### src/rtl/moduloio_seq_pkg.sv
// Shared definitions for the sequential I/O module: command encoding,
// converter FSM states and the double-dabble digit adjust helper.
package moduloio_pkg;

  localparam logic [1:0] CTRL_NONE  = 2'b00;
  localparam logic [1:0] CTRL_LOAD  = 2'b01;
  localparam logic [1:0] CTRL_PRINT = 2'b10;
  localparam logic [1:0] CTRL_BOTH  = 2'b11;

  typedef enum logic [1:0] {
    IDLE = 2'd0,
    CONV = 2'd1,
    DONE = 2'd2
  } conv_state_e;

  localparam logic [3:0] BCD_ADJ_THRESH = 4'd5;
  localparam logic [3:0] BCD_ADJ        = 4'd3;

  // One double-dabble step on a single BCD digit, applied before the shift.
  function automatic logic [3:0] bcd_adjust(input logic [3:0] digit);
    return (digit >= BCD_ADJ_THRESH) ? 4'(digit + BCD_ADJ) : digit;
  endfunction

endpackage

### src/rtl/moduloio_seq_if.sv
// Switch/display side bundle of the I/O module; master drives commands,
// slave (the I/O module) returns captured data and BCD digits.
interface moduloio_seq_if #(
  parameter int unsigned W = 16,
  parameter int unsigned D = 5
);

  logic [W-1:0]   entrada;
  logic [1:0]     controle_moduloio;
  logic [W-1:0]   imprimir;
  logic [W-1:0]   dado;
  logic [4*D-1:0] digitos;
  logic           ocupado;
  logic           pronto;
  logic           estouro;
  logic           descartado;

  modport master (
    output entrada, controle_moduloio, imprimir,
    input  dado, digitos, ocupado, pronto, estouro, descartado
  );

  modport slave (
    input  entrada, controle_moduloio, imprimir,
    output dado, digitos, ocupado, pronto, estouro, descartado
  );

endinterface

### src/rtl/moduloio_seq_bcd_seq_conv.sv
// Multi-cycle binary to packed BCD converter (shift-add-3), one bit per clock.
// Results and the overflow flag are held until the next conversion finishes.
module bcd_seq_conv
  import moduloio_pkg::*;
#(
  parameter int unsigned W = 16,
  parameter int unsigned D = 5
) (
  input  logic           clk,
  input  logic           rst,
  input  logic           start,
  input  logic [W-1:0]   value,
  output logic           busy,
  output logic           done,
  output logic [4*D-1:0] digits,
  output logic           ovf
);

  localparam int unsigned BW = 4 * D;
  localparam int unsigned CW = $clog2(W + 1);

  conv_state_e     state_q, state_d;
  logic [W-1:0]    bin_q;
  logic [BW-1:0]   acc_q;
  logic [BW-1:0]   acc_adj;
  logic            ovf_acc_q;
  logic [CW-1:0]   cnt_q;
  logic            busy_q;
  logic            done_q;
  logic [BW-1:0]   digits_q;
  logic            ovf_q;

  always_ff @(posedge clk or posedge rst) begin
    if (rst) state_q <= IDLE;
    else     state_q <= state_d;
  end

  // Next state plus the per-digit adjust feeding the CONV shift.
  always_comb begin
    state_d = state_q;
    acc_adj = '0;
    for (int i = 0; i < int'(D); i++) begin
      acc_adj[4*i +: 4] = bcd_adjust(acc_q[4*i +: 4]);
    end
    case (state_q)
      IDLE:    if (start) state_d = CONV;
      CONV:    if (cnt_q == CW'(1)) state_d = DONE;
      DONE:    state_d = IDLE;
      default: state_d = IDLE;
    endcase
  end

  always_ff @(posedge clk or posedge rst) begin
    if (rst) begin
      bin_q     <= '0;
      acc_q     <= '0;
      ovf_acc_q <= 1'b0;
      cnt_q     <= '0;
      busy_q    <= 1'b0;
      done_q    <= 1'b0;
      digits_q  <= '0;
      ovf_q     <= 1'b0;
    end else begin
      done_q <= 1'b0;
      case (state_q)
        IDLE: begin
          if (start) begin
            bin_q     <= value;
            acc_q     <= '0;
            ovf_acc_q <= 1'b0;
            cnt_q     <= CW'(W);
            busy_q    <= 1'b1;
          end
        end
        CONV: begin
          // Bit leaving the top digit means the value does not fit in D digits.
          acc_q     <= {acc_adj[BW-2:0], bin_q[W-1]};
          bin_q     <= bin_q << 1;
          ovf_acc_q <= ovf_acc_q | acc_adj[BW-1];
          cnt_q     <= cnt_q - CW'(1);
        end
        DONE: begin
          digits_q <= acc_q;
          ovf_q    <= ovf_acc_q;
          done_q   <= 1'b1;
          busy_q   <= 1'b0;
        end
        default: ;
      endcase
    end
  end

  assign busy   = busy_q;
  assign done   = done_q;
  assign digits = digits_q;
  assign ovf    = ovf_q;

endmodule

### src/rtl/moduloio_seq.sv
// Sequential I/O module: synchronised switch capture into dado and
// binary-to-BCD display path driven by the datapath's I/O commands.
module moduloio_seq
  import moduloio_pkg::*;
#(
  parameter int unsigned W = 16,
  parameter int unsigned D = 5
) (
  input  logic           clk,
  input  logic           rst,
  moduloio_seq_if.slave  io
);

  logic [W-1:0]   sync1_q;
  logic [W-1:0]   sync2_q;
  logic [W-1:0]   dado_q;
  logic           descartado_q;
  logic           load_c;
  logic           print_c;
  logic           conv_busy;
  logic           conv_done;
  logic [4*D-1:0] conv_digits;
  logic           conv_ovf;

  assign load_c  = |(io.controle_moduloio & CTRL_LOAD);
  assign print_c = |(io.controle_moduloio & CTRL_PRINT);

  // Two-flop synchroniser for the asynchronous switches, then load on command.
  always_ff @(posedge clk or posedge rst) begin
    if (rst) begin
      sync1_q <= '0;
      sync2_q <= '0;
      dado_q  <= '0;
    end else begin
      sync1_q <= io.entrada;
      sync2_q <= sync1_q;
      if (load_c) dado_q <= sync2_q;
    end
  end

  // A print arriving while a conversion runs is dropped and flagged.
  always_ff @(posedge clk or posedge rst) begin
    if (rst) descartado_q <= 1'b0;
    else     descartado_q <= print_c & conv_busy;
  end

  bcd_seq_conv #(
    .W (W),
    .D (D)
  ) u_conv (
    .clk    (clk),
    .rst    (rst),
    .start  (print_c),
    .value  (io.imprimir),
    .busy   (conv_busy),
    .done   (conv_done),
    .digits (conv_digits),
    .ovf    (conv_ovf)
  );

  assign io.dado       = dado_q;
  assign io.digitos    = conv_digits;
  assign io.ocupado    = conv_busy;
  assign io.pronto     = conv_done;
  assign io.estouro    = conv_ovf;
  assign io.descartado = descartado_q;

endmodule

### src/flat_wrapper.sv
// flat-port wrapper written by rule: the top's interface ports become plain ports
module moduloio_seq_flat import moduloio_pkg::*;
#(
  parameter int unsigned W = 16,
  parameter int unsigned D = 5
)
  (clk, rst, io_entrada, io_controle_moduloio, io_imprimir, io_dado, io_digitos, io_ocupado, io_pronto, io_estouro, io_descartado);
  moduloio_seq_if #(.W(W), .D(D)) io_i ();
  input  logic clk;
  input  logic rst;
  input wire logic [$bits(io_i.entrada)-1:0] io_entrada;
  input wire logic [$bits(io_i.controle_moduloio)-1:0] io_controle_moduloio;
  input wire logic [$bits(io_i.imprimir)-1:0] io_imprimir;
  output wire logic [$bits(io_i.dado)-1:0] io_dado;
  output wire logic [$bits(io_i.digitos)-1:0] io_digitos;
  output wire logic [$bits(io_i.ocupado)-1:0] io_ocupado;
  output wire logic [$bits(io_i.pronto)-1:0] io_pronto;
  output wire logic [$bits(io_i.estouro)-1:0] io_estouro;
  output wire logic [$bits(io_i.descartado)-1:0] io_descartado;
  assign io_i.entrada = io_entrada;
  assign io_i.controle_moduloio = io_controle_moduloio;
  assign io_i.imprimir = io_imprimir;
  assign io_dado = io_i.dado;
  assign io_digitos = io_i.digitos;
  assign io_ocupado = io_i.ocupado;
  assign io_pronto = io_i.pronto;
  assign io_estouro = io_i.estouro;
  assign io_descartado = io_i.descartado;
  moduloio_seq #(.W(W), .D(D)) u_core (.clk(clk), .rst(rst), .io(io_i));
endmodule
### config.mk
export PLATFORM = sky130hd
export DESIGN_NAME = moduloio_seq_flat
export DESIGN_NICKNAME = d
export VERILOG_FILES = /design/src/rtl/moduloio_seq_pkg.sv /design/src/rtl/moduloio_seq_if.sv /design/src/rtl/moduloio_seq_bcd_seq_conv.sv /design/src/rtl/moduloio_seq.sv /design/src/flat_wrapper.sv
export SDC_FILE = /design/constraint.sdc
export NUM_CORES = 1
export LEC_CHECK = 0
export CAP_MARGIN = 30
export CELL_PAD_IN_SITES_DETAIL_PLACEMENT = 2
export CELL_PAD_IN_SITES_GLOBAL_PLACEMENT = 2
export CORE_MARGIN = 2
export CORE_UTILIZATION = 36
export DETAILED_ROUTE_END_ITERATION = 12
export PLACE_DENSITY_LB_ADDON = 0.1
export SLEW_MARGIN = 20
export SYNTH_ARGS = -nofsm -noshare
export SYNTH_HDL_FRONTEND = slang
export SYNTH_SLANG_ARGS = --single-unit
### constraint.sdc
create_clock -name clk -period 4.2 [get_ports clk]
set_input_delay 0.42 -clock clk [delete_from_list [all_inputs] [get_ports clk]]
set_output_delay 0.42 -clock clk [all_outputs]
set_load 0.05 [all_outputs]
==> results of run 1 <==
cell type report:
| cell class | instances | share of cell area [%] |
|---|---|---|
| clock inverters | 11 | 2.62 |
| inverters | 14 | 0.916 |
| clock buffers | 20 | 7.59 |
| multi-input cells | 182 | 23.8 |
| repair buffers | 79 | 13.3 |
| well taps | 168 | 3.50 |
| flip-flops and latches | 116 | 48.3 |
cells in the mapped netlist, types with 6 or more instances:
cell	count
sky130_fd_sc_hd__mux2i_1	6
sky130_fd_sc_hd__dfrtp_1	116
sky130_fd_sc_hd__a21oi_1	7
sky130_fd_sc_hd__o22ai_1	6
sky130_fd_sc_hd__mux2_2	36
sky130_fd_sc_hd__nand2_1	36
sky130_fd_sc_hd__clkbuf_1	6
sky130_fd_sc_hd__o21ai_0	10
sky130_fd_sc_hd__inv_1	14
sky130_fd_sc_hd__a22oi_1	15
sky130_fd_sc_hd__ha_1	12
sky130_fd_sc_hd__o31ai_1	6
cell families (layout without fill, tap and decap cells):
logic type,after synthesis,in the layout,share of synthesized area [%]
flip-flops,116,116,64.9
multiplexers,43,43,10.7
adder cells (fa/ha/maj),12,12,3.36
buffers and inverters,29,124,3.16
AND/OR/NAND/NOR,60,60,6.91
XOR/XNOR,9,9,1.76
AO/OA/AOI/OAI,58,58,9.23
sequential cells by signal, summed over array words and instances (netlist names):
| name | flops |
|---|---|
| u_core.u_conv.cnt_q | 5 |
| u_core.io.descartado | 1 |
| u_core.u_conv.state_q | 2 |
| u_core.u_conv.bin_q | 16 |
| u_core.io.dado | 16 |
| u_core.u_conv.ovf | 1 |
| u_core.sync2_q | 16 |
| u_core.sync1_q | 16 |
| u_core.u_conv.digits | 20 |
| u_core.u_conv.ovf_acc_q | 1 |
| u_core.u_conv.done | 1 |
| u_core.u_conv.busy | 1 |
| u_core.u_conv.acc_q | 20 |
power breakdown:
| part | switching (mW) | total, mW | leakage, nW | internal, mW |
|---|---|---|---|---|
| logic | 0.965 | 1.60 | 0.958 | 0.639 |
| registers | 0.242 | 1.67 | 1.43 | 1.43 |
| clock network | 0.481 | 1.49 | 0.305 | 1.01 |
| total | 1.69 | 4.76 | 2.69 | 3.08 |
critical path, delay by kind of cell:
kind | cells | cell delay, ns
buffers and inverters | 2 | 0.81
AO/OA/AOI/OAI | 1 | 0.24
AND/OR/NAND/NOR | 2 | 1.11
per-stage QoR:
step	cell area, sq um	setup WS [ns]	hold WS [ns]	instances	utilization, %
finish	6010	1.91	0.345	590	49.9
global route	6010	1.73	0.353	590	49.9
CTS	6010	1.87	0.346	590	49.9
detailed placement	5400	1.47	0.336	559	44.8
global placement	5380	1.50	0.332	558	44.6
floorplan	4470	0.708	0.331	327	-
layer usage:
| metal | up-vias | global-route usage (%) | wire (microns) |
|---|---|---|---|
| met3 | 14 | 5.13 | 402 |
| li1 | 1305 | - | - |
| met5 | - | 0 | 0 |
| met1 | 1506 | 19.5 | 4060 |
| met2 | 57 | 29.2 | 5460 |
| met4 | 0 | 8.67 | 170 |
how the worst max path moves through the flow:
stage                            start                 endpoint  slack (ns)  depth (start not counted)
2_1_floorplan                      rst        u_core.io.dado[0]        0.71                          1
3_3_place_gp   io_controle_moduloio[1]  u_core.u_conv.acc_q[14]        1.50                          5
3_5_place_dp   io_controle_moduloio[1]  u_core.u_conv.acc_q[14]        1.47                          5
4_1_cts        io_controle_moduloio[1]   u_core.u_conv.acc_q[2]        1.87                          5
5_1_grt        io_controle_moduloio[1]  u_core.u_conv.acc_q[10]        1.73                          5
6_report       io_controle_moduloio[1]  u_core.u_conv.acc_q[10]        1.91                          5
==> out/results.txt, run 1 <==
VDD sags by at most 0.000289 V. Of the cells placed in the final design, the portion with a size suffix greater than 1 is 18.0%. After synthesis, the mean cell area works out to 13.7 sq um. STA classifies the critical path startpoint as an input pin. For the arrival time of data at the critical path endpoint, the log shows 2.59 ns. The worst-path maximum fanout is 19, and the final-layout fill cell count is 1,154. The tools report the number of cells upsized or downsized after cts as 0.

The design draws 4.76 mW. The run gives 0 as the number of buffers added for setup after CTS. In this run, CTS created clock tree buffers numbering 17.

After synthesis, the cell types taking the most area are sky130_fd_sc_hd__dfrtp_1 (65%), sky130_fd_sc_hd__mux2_2 (9.1%), sky130_fd_sc_hd__ha_1 (3.4%). Detailed placement ended at an HPWL of 6.47 mm. Subtracting the final worst setup slack from the clock period gives 2.29 ns.

STA puts the critical path data required time at 4.50 ns. The tools report the destination of the worst register-to-register timing path as u_core.u_conv.acc_q[10]. For the number of endpoints with negative hold slack in the final report, the log shows 0. Global routing finished with a remaining overflow of 0. The cell accounting for the most synthesized area is sky130_fd_sc_hd__dfrtp_1. Entering global routing, the biggest net connects 67 pins. Register area: 2900 sq um.

The tools report the number of antenna violations at the first check in global routing as 0. Traced cell by cell, the critical path runs through clkdlybuf4s50_1 > nor3b_4 > nor2_1 > buf_4 > a22o_1. The number of vias per cell after detailed routing works out to 4.88. For the global-route wire length before repair, the log shows 16.9 mm. The fraction of synthesized cell area taken by the top area cell type is 64.9%, and the number of library cell types mapped by synthesis is 37. The end point of the worst hold path is u_core.sync2_q[10]. The cell at the slowest stage of the critical path was sky130_fd_sc_hd__nor3b_4. Most common flop cell mapped by yosys: sky130_fd_sc_hd__dfrtp_1. In this run the worst hold path is classified as reg -> reg.

The H-tree was split into 4 levels. The run gives 2 as the buffer depth of the longest clock path. STA classifies the critical path endpoint as a register. The remaining number of nets flagged by the antenna check after routing is 0. The die covers 13,300 sq um. Clock tree synthesis found a total of 116 sinks. Sequential elements use 64.9% of the synthesized area. After clock tree synthesis, the clock-pin slew on the worst setup and hold paths is 0.05 ns. The logs give 2,882 for the via count and 0.00438 ns for the worst clock skew. The detailed router finished its first iteration with 88 violations. The worst relative slew slack is 45.9%, and the overall die width is 115 microns. In this design, the stage delay of the slowest critical-path cell is 0.71 ns. The region available for standard cell placement spans 12,100 sq um. The logs give 3,257 for the number of global-route vias before repair and 375 for the post-synth net total. Area added between synthesis and finish: 34.5%.

At the end of routability-driven placement, the weighted congestion stood at 0.722. The run gives 4 as the detailed-router iteration count before antenna repair. Across every metal layer, demand over resource in global routing totals 17.1%. The tools report the number of max-slew violations in the final report as 0.

In this run the power density over the cells is 792 nW/um^2. Cell count after synthesis: 327. The mean routed wirelength per cell is 17.1 microns, and the die boundary height is 115 microns. In this run the critical register-to-register path is launched from u_core.u_conv.state_q[1]. In this run the most critical hold path is launched from u_core.sync1_q[10].

The library cells used most frequently in the layout, excluding fill and tap cells, are sky130_fd_sc_hd__dfrtp_1 (116), sky130_fd_sc_hd__clkdlybuf4s50_1 (75), sky130_fd_sc_hd__mux2_2 (36), sky130_fd_sc_hd__nand2_1 (36), sky130_fd_sc_hd__clkbuf_16 (17). The net count of the finished layout is 458, and the worst reg-to-reg setup slack is 1.98 ns. Number of synthesized flops with an enable pin: 0. The flow ran to the end, and the final reports show no timing, DRC or antenna violations. The transition time at the pin with the least slew margin works out to 0.810 ns.

The library cell used most frequently in the layout, excluding fill and tap cells, is sky130_fd_sc_hd__dfrtp_1. Max-cap violations in this run came to 0. The static leakage is 2.69 nW, and the number of I/O port buffers is 75.

For the worst flop-to-flop path, the logic depth is 4. The tools report the total negative setup slack as 0 ns. TritonCTS built the clock tree. Total of endpoints with negative setup slack in the final report: 0. The root buffer cell chosen for the clock tree is sky130_fd_sc_hd__clkbuf_16. Once the floorplan was initialized, standard cells occupied 37.1% of the core. Synthesis inferred 116 register bits.

Along the worst hold path, the cell count comes to 0. After synthesis, the share of flip-flops with an asynchronous set or reset is 100%. The tools report the final routed wirelength across all metal layers as 10.1 mm.

The kind of critical path is in -> reg. After clock tree synthesis, the flow added hold-fix buffers numbering 0. The post-route fraction of the period consumed by the critical path came out at 54.5%. Setup repair after global routing left no endpoint under its margin. The mapped netlist covers 4470 sq um. The multi-input combinational cells in the finished layout cover a total of 1430 sq um. Count of inserted antenna diode cells: 0.

Count of warnings emitted by yosys: 0. The logs give 437 MHz for the highest clock rate and 0.41 ns for the clock latency on the worst-skew pair. The number of standard-cell rows in the floorplan is 40, and the detailed-route DRC error count is 0. Top-level I/O count: 76.
No activity file was read; power rests on OpenSTA's default activity.
==> run 2: changes to the inputs <==
clock period = 2.2 ns   (was 4.2 ns; I/O delays follow)
==> out/results.txt, run 2 (synthesis gave the netlist of run 1 again) <==
The power density of the placed cells is 1480 nW/um^2 (was 792 nW/um^2), and the static leakage is 2.69 nW (about the same). The logs give 2 (unchanged) for the buffer depth of the longest clock path and 40 (unchanged) for the number of standard-cell rows in the floorplan. For the number of buffers added for setup after CTS, the log shows 0 (unchanged).

The logs give 0 (unchanged) for the number of cells upsized or downsized after cts and 3,235 (was 3,257) for the number of global-route vias before repair. After layout, the worst path uses 81.9% of the clock period. The clock latency on the worst-skew pair is 0.40 ns (was 0.41 ns). The tools report the number of max-slew violations in the final report as 0 (unchanged). The stage delay of the slowest cell on the critical path came out at 0.82 ns (was 0.71 ns).

The worst supply voltage drop on vdd was 0.000419 V (was 0.000289 V); the worst-path maximum fanout was 2 (was 19). The overall routing resource usage is 16.4% (was 17.1%). Classification of the worst-slack hold path: in -> reg (was reg -> reg).

The tools report the launch point of the critical path as u_core.io.dado[2] (was io_controle_moduloio[1]). The cell-internal power came out at 5.75 mW (was 3.08 mW). The cell depth of the worst hold path is 1 (was 0), and the clock-pin slew on the worst setup and hold paths is 0.05 ns (about the same).

Kind of critical path: reg -> out (was in -> reg). For the finished layout, the period the worst path requires is 1.80 ns. The cell count of the worst reg-to-reg path came out at 4 (unchanged).

Setup repair after global routing left no endpoint under its margin. The destination of the worst register-to-register timing path was u_core.u_conv.acc_q[11] (was u_core.u_conv.acc_q[10]). The register area came out at 2900 sq um (unchanged).

TritonCTS built the clock tree. The tools report the end point of the worst hold path as u_core.sync1_q[5] (was u_core.sync2_q[10]). Combinational power share: 34.6% (was 33.7%). The data required time at the worst endpoint is 1.98 ns (was 4.50 ns).

The number of CTS-inserted buffers is 17 (unchanged), and the worst reg-to-reg setup slack is 0.47 ns (was 1.98 ns). The overall die width came out at 115 microns (unchanged). The run gives 8.89 mW (was 4.76 mW) as the total power consumption of the routed design. The cell at the slowest stage of the critical path was sky130_fd_sc_hd__clkdlybuf4s50_1 (was sky130_fd_sc_hd__nor3b_4). The transition time at the pin with the least slew margin works out to 0.653 ns (was 0.810 ns). The share of post-route cells with drive strength above 1 came out at 18.2% (was 18.0%).

The final-layout fill cell count was 1,169 (was 1,154); the sequential share of power was 35.7% (was 35.0%). The global-route wire length before repair is 16.5 mm (was 16.9 mm), and the top-level I/O count is 76 (unchanged). For the half-perimeter wire length after placement, the log shows 6.37 mm (was 6.47 mm).

The number of I/O port buffers came out at 75 (unchanged). The leading cell type in the layout, fill and taps excluded is sky130_fd_sc_hd__dfrtp_1 (unchanged). The clock power share was 29.8% (was 31.3%); the DRC marker count from the first detailed-route iteration was 108 (was 88). The final routed wirelength across all metal layers is 9.78 mm (was 10.1 mm).

Cells traversed along the worst timing path: clkdlybuf4s50_1 (was clkdlybuf4s50_1 > nor3b_4 > nor2_1 > buf_4 > a22o_1). Arrival time of data at the critical path endpoint: 1.58 ns (was 2.59 ns). Worst flop-to-flop path startpoint: u_core.u_conv.state_q[1] (unchanged). The kind of launch point of the worst setup path was a register (was an input pin). The run gives 0 (unchanged) as the hold buffer count at CTS.

The area of the multi-input gates is 1430 sq um (unchanged), and the switching power share of the total is 35.3% (was 35.4%). The worst path buffer plus inverter count was 1 (was 2). The number of levels in the clock H-tree was 4 (unchanged). Detailed-router iteration count before antenna repair: 4 (unchanged).

Leading cell types in the layout, fill and taps excluded: sky130_fd_sc_hd__dfrtp_1 (116), sky130_fd_sc_hd__clkdlybuf4s50_1 (75), sky130_fd_sc_hd__mux2_2 (36), sky130_fd_sc_hd__nand2_1 (36), sky130_fd_sc_hd__clkbuf_16 (17) (unchanged). The root buffer cell was sky130_fd_sc_hd__clkbuf_16 (unchanged). Total negative setup slack: 0 ns (unchanged). The logs give 0 (unchanged) for the count of maximum capacitance violations and 0.00461 ns (was 0.00438 ns) for the worst clock skew. For the number of endpoints with negative hold slack in the final report, the log shows 0 (unchanged). For the highest clock rate, the log shows 555 MHz.

The area added between synthesis and finish is 34.4% (was 34.5%), and the count of inserted antenna diode cells is 0 (unchanged). The weighted congestion at the end of routability-driven global placement is 0.735 (was 0.722), and the total of endpoints with negative setup slack in the final report is 0 (unchanged). The net count of the finished layout was 462 (was 458). Cell class contributing the biggest share of worst-path delay: buffers and inverters (was simple AND/OR/NAND/NOR gates).

The core area came out at 12,100 sq um (unchanged). The flow ran to the end, and the final reports show no timing, DRC or antenna violations. The total clock sinks is 116 (unchanged), and the global-route congestion overflow total is 0 (unchanged). The total die area is 13,300 sq um (unchanged), and the remaining number of nets flagged by the antenna check after routing is 0 (unchanged). The largest net degree at the start of global routing is 117 (was 67). The run gives 2,870 (was 2,882) as the via count.

Number of vias per cell after detailed routing: 4.86 (was 4.88). The launch instance of the worst min-delay path was io_entrada[5] (was u_core.sync1_q[10]). The tools report the switching power total as 3.13 mW (was 1.69 mW). For the initial core utilization, the log shows 37.1% (unchanged). The capturing element type of the critical path is an output pin (was a register).

The tools report the number of antenna violations at the first check in global routing as 0 (unchanged). The die boundary height works out to 115 microns (unchanged). The detailed-route DRC error count is 0 (unchanged), and the mean routed wirelength per cell is 16.5 microns (was 17.1 microns). The tools report the worst relative slew slack as 56.5% (was 45.9%).
==> run 2: cell types whose count changed in the layout (fill, tap and decap cells not counted), sizes merged <==
| cell | before | now |
|---|---|---|
| bufinv | 4 | 2 |
| clkinv | 6 | 3 |
| buf | 4 | 8 |
| inv | 14 | 13 |
| clkbuf | 20 | 23 |
==> run 2: metal layers <==
layer  track usage (%)  wire length, microns  up-vias
li1                  -                     -     1319
met5                 0                     0        -
met2              26.2                  4900       55
met3              4.39                   357       14
met1              20.7                  4350     1482
met4              7.71                   169        0
==> run 2: cell type report <==
cell class	instances	share of cell area (%)
clock buffers	23	8.29
clock inverters	5	1.25
inverters	14	0.937
multi-input cells	182	23.8
flip-flops and latches	116	48.3
well taps	168	3.50
repair buffers	83	13.9
==> run 2: metrics by stage <==
stage	instance area [sq um]	hold slack [ns]	cells	utilization (%)	worst slack, ns
3_5_place_dp	5430	0.337	562	45.0	0.0269
3_3_place_gp	5430	0.332	562	45.0	0.0838
4_1_cts	6000	0.231	590	49.8	0.219
2_1_floorplan	4480	0.251	327	-	0.567
6_report	6010	0.254	591	49.8	0.399
5_1_grt	6010	0.240	591	49.8	0.332
==> run 2: power by group through the flow <==
stage / registers, mW / clock network [mW] / logic, mW
after global routing: 3.27 / 2.82 / 3.40
after detailed placement: 3.20 / 0 / 3.10
after floorplan: 3.68 / 0 / 1.65
final: 3.17 / 2.64 / 3.07
after global placement: 3.18 / 0 / 2.99
after CTS: 3.18 / 2.72 / 3.13
==> run 2: worst max path at each step <==
stage / to / slack, ns / cells after the start
floorplan: u_core.io.dado[0] / 0.57 / 1
global placement: u_core.u_conv.bin_q[14] / 0.08 / 6
detailed placement: u_core.u_conv.bin_q[7] / 0.03 / 6
CTS: u_core.u_conv.bin_q[14] / 0.22 / 5
global route: io_digitos[0] / 0.33 / 1
finish: io_dado[2] / 0.40 / 1
==> run 3: changes to the inputs <==
clock period = 1.8 ns   (was 2.2 ns; I/O delays follow)
==> out/results.txt, run 3 (synthesis gave the netlist of run 1 again) <==
The flow ran to the end, and the final reports show no timing, DRC or antenna violations. Total clock sinks: 116 (unchanged). The total die area came out at 13,300 sq um (unchanged).

The logs give 0 (unchanged) for the number of antenna violations at the first check in global routing and 0 (unchanged) for the number of buffers added for setup after CTS. The number of stages on the worst setup path was 1 (unchanged); the total negative setup slack was 0 ns (unchanged). For the weighted congestion at the end of routability-driven global placement, the log shows 0.722 (was 0.735).

For the detailed-router iteration count before antenna repair, the log shows 4 (unchanged). The run gives 46 (was 117) as the largest net degree at the start of global routing. The clock-pin slew on the worst setup and hold paths came out at 0.05 ns (about the same).

The tools report the root buffer cell as sky130_fd_sc_hd__clkbuf_16 (unchanged). The fraction of met3 tracks used by global routing was 4.97% (was 4.39%). The post-route fraction of the period consumed by the critical path was 97.1%. The number of max-slew violations in the final report was 0 (unchanged); the transition time at the pin with the least slew margin was 0.534 ns (was 0.653 ns). Count of maximum capacitance violations: 0 (unchanged). Setup repair after global routing left no endpoint under its margin. Leading cell types in the layout, fill and taps excluded: sky130_fd_sc_hd__dfrtp_1 (116), sky130_fd_sc_hd__clkdlybuf4s50_1 (53), sky130_fd_sc_hd__mux2_2 (36), sky130_fd_sc_hd__nand2_1 (36), sky130_fd_sc_hd__clkbuf_16 (17) (was sky130_fd_sc_hd__dfrtp_1 (116), sky130_fd_sc_hd__clkdlybuf4s50_1 (75), sky130_fd_sc_hd__mux2_2 (36), sky130_fd_sc_hd__nand2_1 (36), sky130_fd_sc_hd__clkbuf_16 (17)).

The area added between synthesis and finish is 37.5% (was 34.4%). TritonCTS built the clock tree. The tools report the number of global-route vias before repair as 3,350 (was 3,235).

The worst relative slew slack came out at 64.4% (was 56.5%). The worst reg-to-reg setup slack was 0.14 ns (was 0.47 ns). The tools report the overall routing resource usage as 17.8% (was 16.4%). The most utilized layer in the global route result is met2 (unchanged). The top-level I/O count was 76 (unchanged).

The kind of critical path is reg -> out (unchanged). The core area came out at 12,100 sq um (unchanged). The via count came out at 2,937 (was 2,870). The tools report the kind of launch point of the worst setup path as a register (unchanged). The tools report the initial core utilization as 37.1% (unchanged). The leading cell type in the layout, fill and taps excluded is sky130_fd_sc_hd__dfrtp_1 (unchanged). The number of standard-cell rows in the floorplan is 40 (unchanged), and the number of I/O port buffers is 75 (unchanged). The placed instance count was 569 (was 562); the overall die width was 115 microns (unchanged). The die boundary height is 115 microns (unchanged).

Worst clock skew: 0.00620 ns (was 0.00461 ns). The tools report the hold buffer count at CTS as 0 (unchanged). Data required time at the worst endpoint: 1.62 ns (was 1.98 ns). Cells traversed along the worst timing path: clkdlybuf4s50_1 (unchanged). The tools report the highest clock rate as 572 MHz. Count of inserted antenna diode cells: 0 (unchanged). The mean routed wirelength per cell is 17.7 microns (was 16.5 microns).

The global-route congestion overflow total was 0 (unchanged); the stage delay of the slowest cell on the critical path was 0.80 ns (was 0.82 ns). The half-perimeter wire length after placement is 6.69 mm (was 6.37 mm). The final critical-path required period is 1.75 ns, and the net count of the finished layout is 468 (was 462).

The run gives 0 (unchanged) as the number of endpoints with negative hold slack in the final report. The clock latency on the worst-skew pair came out at 0.42 ns (was 0.40 ns). The worst supply voltage drop on vdd was 0.000878 V (was 0.000419 V); the number of vias per cell after detailed routing was 4.89 (was 4.86).

The cell count of the worst reg-to-reg path is 6 (was 4), and the buffer depth of the longest clock path is 2 (unchanged). The power density of the placed cells works out to 1840 nW/um^2 (was 1480 nW/um^2). The destination of the worst register-to-register timing path was u_core.u_conv.acc_q[14] (was u_core.u_conv.acc_q[11]). Number of CTS-inserted buffers: 17 (unchanged).

The logs give 601 (was 591) for the post-layout instance count excluding filler cells and 17.6 mm (was 16.5 mm) for the global-route wire length before repair. The run gives 0 (unchanged) as the remaining number of nets flagged by the antenna check after routing. Cell at the slowest stage of the critical path: sky130_fd_sc_hd__clkdlybuf4s50_1 (unchanged). The worst path buffer plus inverter count was 1 (unchanged). The tools report the met1 track utilization from global routing as 20.9% (was 20.7%). The tools report the worst flop-to-flop path startpoint as u_core.u_conv.acc_q[12] (was u_core.u_conv.state_q[1]). For the met2 global-route usage, the log shows 30.6% (was 26.2%).

The run gives 1.57 ns (was 1.58 ns) as the arrival time of data at the critical path endpoint. The classification of the worst-slack hold path was in -> async (was in -> reg). The capturing element type of the critical path is an output pin (unchanged). The worst-path maximum fanout was 2 (unchanged); the total of endpoints with negative setup slack in the final report was 0 (unchanged). The cell class contributing the biggest share of worst-path delay was buffers and inverters (unchanged).

The static leakage came out at 2.88 nW (was 2.69 nW). The final routed wirelength across all metal layers came out at 10.6 mm (was 9.78 mm). The number of levels in the clock H-tree was 4 (unchanged). The share of post-route cells with drive strength above 1 came out at 21.0% (was 18.2%).

Detailed-route DRC error count: 0 (unchanged). The DRC marker count from the first detailed-route iteration is 92 (was 108).
==> run 3: cell count changes in the layout (fill, tap and decap cells not counted), sizes merged, moves of 2 or more <==
cell           change
dlygate4sd2       +10
dlymetal6s2s      +10
clkinvlp           +3
clkdlybuf4s50     -22
bufinv             +2
buf                +8
clkbuf             -3
==> run 3: per-stage QoR <==
| step | power (mW) | instance area (sq um) | util (%) | setup WS [ns] | hold WS (ns) |
|---|---|---|---|---|---|
| 2_1_floorplan | 6.51 | 4480 | - | 0.207 | 0.211 |
| 3_3_place_gp | 7.62 | 5500 | 45.6 | 0.102 | 0.332 |
| 3_5_place_dp | 7.81 | 5500 | 45.6 | 0.0764 | 0.336 |
| 4_1_cts | 11.5 | 6110 | 50.7 | 0.000292 | 0.128 |
| 5_1_grt | 12.1 | 6150 | 51.0 | 0.00417 | 0.151 |
| 6_report | 11.3 | 6150 | 51.0 | 0.0520 | 0.129 |
==> run 3: layer usage <==
| metal | wire length (microns) | share of wire [%] | up-vias |
|---|---|---|---|
| li1 | - | - | 1338 |
| met4 | 223 | 2.1 | 0 |
| met2 | 5690 | 53 | 55 |
| met5 | 0 | 0 | - |
| met1 | 4390 | 41 | 1525 |
| met3 | 347 | 3.3 | 19 |
==> run 3: worst max-delay path by stage <==
stage / to / slack, ns / start
floorplan: u_core.io.dado[0] / 0.21 / rst
global placement: u_core.u_conv.acc_q[19] / 0.10 / io_controle_moduloio[1]
CTS: io_dado[9] / 0.0003 / u_core.io.dado[9]
detailed placement: u_core.u_conv.acc_q[19] / 0.08 / io_controle_moduloio[1]
global route: io_dado[12] / 0.004 / u_core.io.dado[12]
finish: io_digitos[9] / 0.05 / u_core.u_conv.digits[9]
==> run 3: final cells by class <==
class | instances | area, sq um
clock buffer | 20 | 447
clock inverter | 12 | 179
fill | 1188 | 5910
inverter | 14 | 56.3
multi-input combinational | 182 | 1440
sequential | 116 | 2900
tap | 168 | 210
timing repair buffer | 89 | 913
==> run 3: what timing repair did <==
item,CTS,global route
resized for setup,10,13
endpoints found under the hold margin,0,0
setup endpoints to repair,10,14
==> run 3: report_power, final <==
part	internal [mW]	switching, mW
Combinational	1.57	2.34
Clock	2.35	1.19
Sequential	3.33	0.560
